===== src/rtl/significand_unpack_pipe.sv =====
// significand_unpack_pipe: valid/ready pipelined half/single/double significand unpacker.
// Define SIG_NORM_EN to build the leading-zero counter and normalising shifter.
module significand_unpack_pipe #(
    parameter int N    = 64,
    parameter bit PIPE = 1'b1
) (
    input  logic         clk,
    input  logic         rst_n,
    input  logic         in_valid_i,
    output logic         in_ready_o,
    input  logic [1:0]   fmt_i,
    input  logic [N-1:0] x_i,
    output logic         out_valid_o,
    input  logic         out_ready_i,
    output logic [52:0]  f_o,
    output logic         fz_o,
    output logic         ez_o,
    output logic [2:0]   cls_o,
    output logic [5:0]   lz_o,
    output logic [52:0]  fn_o,
    output logic         err_o
);
    logic        is_h, is_s, ez_c, ei_c, fz_c, unused_sign;
    logic [51:0] frac_c;
    logic        s1_valid_q, s1_valid_d, s2_can_load, in_fire;
    logic [52:0] f1_q;
    logic        fz1_q, ez1_q, err1_q;
    logic [2:0]  cls1_q;
    logic [5:0]  lz_c;
    logic [52:0] fn_c;

    assign unused_sign = x_i[N-1];
    // fmt 11 falls through to the double field map; err flags it downstream
    assign is_h   = fmt_i == 2'b10;
    assign is_s   = fmt_i == 2'b00;
    assign frac_c = is_h ? {x_i[57:48], 42'd0} : is_s ? {x_i[54:32], 29'd0} : x_i[51:0];
    assign ez_c   = is_h ? ~|x_i[62:58] : is_s ? ~|x_i[62:55] : ~|x_i[62:52];
    assign ei_c   = is_h ? &x_i[62:58] : is_s ? &x_i[62:55] : &x_i[62:52];
    assign fz_c   = ~|frac_c;

    assign in_ready_o = ~s1_valid_q | s2_can_load;
    assign in_fire    = in_valid_i & in_ready_o;
    assign s1_valid_d = in_fire | (s1_valid_q & ~s2_can_load);

    always_ff @(posedge clk or negedge rst_n) begin
        if (!rst_n) begin
            s1_valid_q <= 1'b0;
            f1_q       <= '0;
            fz1_q      <= 1'b0;
            ez1_q      <= 1'b0;
            cls1_q     <= '0;
            err1_q     <= 1'b0;
        end else begin
            s1_valid_q <= s1_valid_d;
            if (in_fire) begin
                f1_q   <= {~ez_c, frac_c};
                fz1_q  <= fz_c;
                ez1_q  <= ez_c;
                cls1_q <= {ei_c & ~fz_c, ei_c & fz_c, ez_c & fz_c};
                err1_q <= &fmt_i;
            end
        end
    end

`ifdef SIG_NORM_EN
    // highest set bit wins; an all-zero significand keeps the default of 53
    always_comb begin
        lz_c = 6'd53;
        for (int i = 0; i < 53; i++)
            if (f1_q[i]) lz_c = 6'(52 - i);
    end
    assign fn_c = f1_q << lz_c;
`else
    assign lz_c = '0;
    assign fn_c = f1_q;
`endif

    if (PIPE) begin : g_pipe
        logic        s2_valid_q, s2_valid_d, s2_load;
        logic [52:0] f2_q, fn2_q;
        logic        fz2_q, ez2_q, err2_q;
        logic [2:0]  cls2_q;
        logic [5:0]  lz2_q;

        assign s2_can_load = ~s2_valid_q | out_ready_i;
        assign s2_load     = s1_valid_q & s2_can_load;
        assign s2_valid_d  = s2_load | (s2_valid_q & ~out_ready_i);

        always_ff @(posedge clk or negedge rst_n) begin
            if (!rst_n) begin
                s2_valid_q <= 1'b0;
                f2_q       <= '0;
                fn2_q      <= '0;
                lz2_q      <= '0;
                fz2_q      <= 1'b0;
                ez2_q      <= 1'b0;
                cls2_q     <= '0;
                err2_q     <= 1'b0;
            end else begin
                s2_valid_q <= s2_valid_d;
                if (s2_load) begin
                    f2_q   <= f1_q;
                    fn2_q  <= fn_c;
                    lz2_q  <= lz_c;
                    fz2_q  <= fz1_q;
                    ez2_q  <= ez1_q;
                    cls2_q <= cls1_q;
                    err2_q <= err1_q;
                end
            end
        end

        assign out_valid_o = s2_valid_q;
        assign f_o         = f2_q;
        assign fn_o        = fn2_q;
        assign lz_o        = lz2_q;
        assign fz_o        = fz2_q;
        assign ez_o        = ez2_q;
        assign cls_o       = cls2_q;
        assign err_o       = err2_q;
    end else begin : g_comb
        assign s2_can_load = out_ready_i;
        assign out_valid_o = s1_valid_q;
        assign f_o         = f1_q;
        assign fn_o        = fn_c;
        // masked so an empty stage reads lz = 0 rather than 53
        assign lz_o        = s1_valid_q ? lz_c : '0;
        assign fz_o        = fz1_q;
        assign ez_o        = ez1_q;
        assign cls_o       = cls1_q;
        assign err_o       = err1_q;
    end
endmodule

===== config.mk =====
export PLATFORM = sky130hd
export DESIGN_NAME = significand_unpack_pipe
export DESIGN_NICKNAME = d
export VERILOG_FILES = /design/src/rtl/significand_unpack_pipe.sv
export SDC_FILE = /design/constraint.sdc
export NUM_CORES = 1
export LEC_CHECK = 0
export ABC_AREA = 1
export CAP_MARGIN = 20
export CELL_PAD_IN_SITES_DETAIL_PLACEMENT = 1
export CELL_PAD_IN_SITES_GLOBAL_PLACEMENT = 1
export CORE_MARGIN = 2
export CORE_UTILIZATION = 33
export DETAILED_ROUTE_END_ITERATION = 7
export GPL_TIMING_DRIVEN = 0
export HOLD_SLACK_MARGIN = 0.02
export PLACE_DENSITY_LB_ADDON = 0.1
export RECOVER_POWER = 25
export SETUP_SLACK_MARGIN = 0.2
export SYNTH_ARGS = -nofsm -noshare
export SYNTH_HDL_FRONTEND = slang
export SYNTH_SLANG_ARGS = --single-unit

===== constraint.sdc =====
create_clock -name clk -period 1.6 [get_ports clk]
set_input_delay 0.4 -clock clk [delete_from_list [all_inputs] [get_ports clk]]
set_output_delay 0.4 -clock clk [all_outputs]
set_load 0.02 [all_outputs]

==> impl_metrics.toml <==
[place]
detailedPlacementHpwl_um = 13900
routability_cong = 0.828
place_area_um2 = 7720
buffer_ports.inserted = 182

[setup_path]
r2r.worst_path.cells = 6
worst_r2r_startpoint = "out_valid_o$_DFF_PN0_"
timing.reg2reg.setup_slack_ps = 180
criticalPathCategory = "register to output port"
critical_path_required_ps = 1200
wp_data_arrival_ps = 1100
critical_path.endpoint_type = "output port"
reg2reg_to = "f_o[3]$_DFFE_PN0P_"
timing.critical_path.from_type = "register"
cp_max_fo = 3

[detailed_routing]
vias = 5108
final_wirelength_um = 19200
first_pass_iters = 4
antenna_violating_nets_post_route = 0
drt-vias-per-instance = 4.66
total_drc_errors_in_the_routed_layout = 0
drt_iter0_markers = 163
drt-wirelength-per-cell_um = 17.5

[grt]
globalRouteOverflowTotal = 0
track_usage_pct = 21.6
grt_start_max_net_pins = 65
grt_antenna_before_repair = 4
number_of_global_route_vias_before_repair = 5477
wire_length_of_the_first_global_routing_pass_um = 29600

[pwr]
max-vdd-ir-drop_mv = 0.754
total_power_mw = 11.5
clock_power_share_pct = 33.1
p_leak_nw = 4.79
power_density_nw_per_um2 = 1260
p_int_mw = 8.00
power.share.switching_pct = 30.3
net-switching-power_mw = 3.48
share_comb_of_total_power_pct = 33.1
power_frac_seq_pct = 33.8

[floorplanning]
dieArea_um2 = 17900
floorplan.io_pins = 190
initial_core_util_pct = 33.6
row_count = 47
die_width_um = 134
die_h_um = 134
design.core.area_um2 = 16500

[timing]
rsz_0062_raised_after_global_routing = "yes"
fin_crit_ps = 1500
timing.final.max_slew_violations = 0
finalHoldViolations = 0
maximum_clock_frequency_ghz = 0.667
final_min_period_over_clock_period_pct = 93.7
final.setup.tns_ps = 0
timing.hold.ws_ps = 266
worst_case_headroom_to_the_max_slew_limit_pct = 61.8
setup-violations-final = 0
finalClockSkew_ps = 10.2
worst_pin_slew_ps = 574

[cells_and_area]
num-fill-cells = 1837
area_growth_syn_to_layout_pct = 64.1
fin_area_um2 = 9120
num-nets-final = 930
drive_gt1_share_pct = 39.3

[synth]
postSynthCellCount = 620
combinational_family_with_the_most_area_after_synthesis = "simple AND/OR/NAND/NOR gates"
post_synth_num_cell_types = 23
synth-edff-count = 0
synth-simple-area-share_pct = 16.6
async_reset_ff_share_pct = 100
synth_flop_cell = "sky130_fd_sc_hd__dfrtp_1"
syn_avg_cell_area_um2 = 8.96
ys_seq_area_share_pct = 54.0
synth-warning-count = 0
muxShareOfSynthArea_pct = 6.28
postSynthRegisterBits = 120
post_synth_instance_area_um2 = 5560
synth_compound_area_share_pct = 9.66
synthXorXnorAreaFrac_pct = 0
synth_adder_area_share_pct = 0

[clock_tree]
htree_levels = 4
clkSinkCount = 120
cts_root_buf = "sky130_fd_sc_hd__clkbuf_16"
clk_latency_ps = 420
cts_buf_count = 17
clkTransAtPathRegs_ps = 50
cts_tree = "done"
cts_buffer_depth = 2

[hold_path]
hp-start = "fmt_i[1]"
worstHoldPathCells = 3
timing.hold.worst.class = "input pin to register"
hold_path_sink = "err1_q$_DFFE_PN0P_"

[run_status]
status = "finished, final reports clean"

[run]
max_cap_viol_count = 0
==> cells in the final DEF (no fill, tap or decap), types with 2 or more instances in the layout <==
cell type	netlist	layout
sky130_fd_sc_hd__mux2_2	31	31
sky130_fd_sc_hd__dfrtp_2	0	5
sky130_fd_sc_hd__clkbuf_2	0	8
sky130_fd_sc_hd__clkbuf_1	13	4
sky130_fd_sc_hd__buf_4	61	39
sky130_fd_sc_hd__bufinv_16	0	2
sky130_fd_sc_hd__clkinv_2	0	5
sky130_fd_sc_hd__diode_2	0	4
sky130_fd_sc_hd__inv_1	41	38
sky130_fd_sc_hd__conb_1	1	6
sky130_fd_sc_hd__nand3_1	25	22
sky130_fd_sc_hd__nand2_1	170	161
sky130_fd_sc_hd__clkdlybuf4s50_1	0	15
sky130_fd_sc_hd__o21ai_1	3	16
sky130_fd_sc_hd__nor2_4	0	3
sky130_fd_sc_hd__buf_8	0	2
sky130_fd_sc_hd__dfrtp_1	120	115
sky130_fd_sc_hd__nor3_1	4	3
sky130_fd_sc_hd__clkbuf_8	0	5
sky130_fd_sc_hd__nand3_2	0	2
sky130_fd_sc_hd__o21ai_0	91	72
sky130_fd_sc_hd__dlymetal6s2s_1	0	41
sky130_fd_sc_hd__a22oi_2	0	3
sky130_fd_sc_hd__clkbuf_16	0	17
sky130_fd_sc_hd__a31oi_1	2	2
sky130_fd_sc_hd__buf_2	12	22
sky130_fd_sc_hd__nand4_1	2	2
sky130_fd_sc_hd__o21ai_2	0	6
sky130_fd_sc_hd__dlygate4sd2_1	0	7
sky130_fd_sc_hd__buf_6	1	160
sky130_fd_sc_hd__nand2_2	0	8
sky130_fd_sc_hd__nor2_2	2	10
sky130_fd_sc_hd__clkbuf_4	0	5
sky130_fd_sc_hd__nor2_1	30	19
sky130_fd_sc_hd__inv_2	1	3
==> worst max-delay path, cell delays in order, from the launching register on <==
cell and delay [ps]:
sky130_fd_sc_hd__dfrtp_2 440, sky130_fd_sc_hd__buf_6 130, sky130_fd_sc_hd__buf_6 120
==> what timing repair did <==
| action | CTS | global route |
|---|---|---|
| setup buffers | 14 | 17 |
| gates cloned | 0 | 1 |
| setup endpoints to repair | 232 | 205 |
| pin swaps | 16 | 47 |
| hold endpoints to repair | 56 | 0 |
| hold buffers | 1 | 0 |
| resized for setup | 707 | 171 |
==> how the worst max path moves through the flow <==
stage,slack (ps),end,start
2_1_floorplan,200,cls1_q[2]$_DFFE_PN0P_,fmt_i[0]
3_3_place_gp,-4900,out_valid_o$_DFF_PN0_,rst_n
3_5_place_dp,-930,cls1_q[2]$_DFFE_PN0P_,fmt_i[0]
4_1_cts,80,in_ready_o,s1_valid_q$_DFF_PN0_
5_1_grt,50,f1_q[44]$_DFFE_PN0P_,out_valid_o$_DFF_PN0_
6_report,100,fn_o[30],f_o[30]$_DFFE_PN0P_
==> synthesized netlist by cell type (2+ instances only) <==
| master | instances | area (um2) |
|---|---|---|
| sky130_fd_sc_hd__dfrtp_1 | 120 | 3000 |
| sky130_fd_sc_hd__nor2_1 | 30 | 113 |
| sky130_fd_sc_hd__nand4_1 | 2 | 12.5 |
| sky130_fd_sc_hd__nand2_1 | 170 | 638 |
| sky130_fd_sc_hd__a21oi_1 | 2 | 10.0 |
| sky130_fd_sc_hd__o21ai_0 | 91 | 455 |
| sky130_fd_sc_hd__nor3_1 | 4 | 20.0 |
| sky130_fd_sc_hd__buf_4 | 61 | 458 |
| sky130_fd_sc_hd__clkbuf_1 | 13 | 48.8 |
| sky130_fd_sc_hd__a22oi_1 | 4 | 30.0 |
| sky130_fd_sc_hd__nor2_2 | 2 | 12.5 |
| sky130_fd_sc_hd__nand3_1 | 25 | 125 |
| sky130_fd_sc_hd__inv_1 | 41 | 154 |
| sky130_fd_sc_hd__mux2_2 | 31 | 349 |
| sky130_fd_sc_hd__o21ai_1 | 3 | 15.0 |
| sky130_fd_sc_hd__buf_2 | 12 | 60.1 |
| sky130_fd_sc_hd__a31oi_1 | 2 | 12.5 |
| sky130_fd_sc_hd__buf_1 | 2 | 7.51 |
==> flip-flops by register name (all words and copies together), names as in the netlist, 3 cells and up <==
signal  flops
f1_q       53
cls_o       3
f_o        53
cls1_q      3
==> power groups by stage <==
stage,clock network [mW],logic (mW),registers [mW]
after floorplan,0,1.38,4.10
after global placement,0,3.24,3.82
after detailed placement,0,3.33,3.84
after CTS,3.85,3.54,3.84
after global routing,4.00,4.05,3.94
final,3.80,3.80,3.88
==> final cells by class <==
cell class                      count  area (um2)  share of cell area [%]
Clock buffer                       24         502                    5.50
Antenna cell                        4        10.0                   0.110
Tap cell                          220         275                    3.02
Timing Repair Buffer              216        2200                    24.1
Multi-Input combinational cell    374        1980                    21.7
Buffer                             89         896                    9.82
Sequential cell                   120        3010                    33.0
Inverter                           42         160                    1.76
Clock inverter                      8        92.6                    1.02
==> through the flow <==
| step | setup WS (ps) | std cells | utilization, % |
|---|---|---|---|
| after floorplan | 202 | 625 | - |
| after global placement | -4900 | 1027 | 46.6 |
| after detailed placement | -929 | 1028 | 46.7 |
| after CTS | 82.7 | 1075 | 51.7 |
| after global routing | 48.4 | 1097 | 55.2 |
| final | 101 | 1097 | 55.2 |
==> per-layer routing <==
layer	vias to the layer above	global-route usage [%]	wire, um
met5	-	0	0
met4	0	6.97	276
met3	23	5.40	891
met2	124	36.9	9840
met1	2540	26.9	8190
li1	2421	-	-
==> kinds of logic after synthesis <==
logic type,Yosys count
other cells,1
flops,120
buf+inv,131
simple gates,233
mux,31
compound gates,104
(Power assumes the default switching activity.)
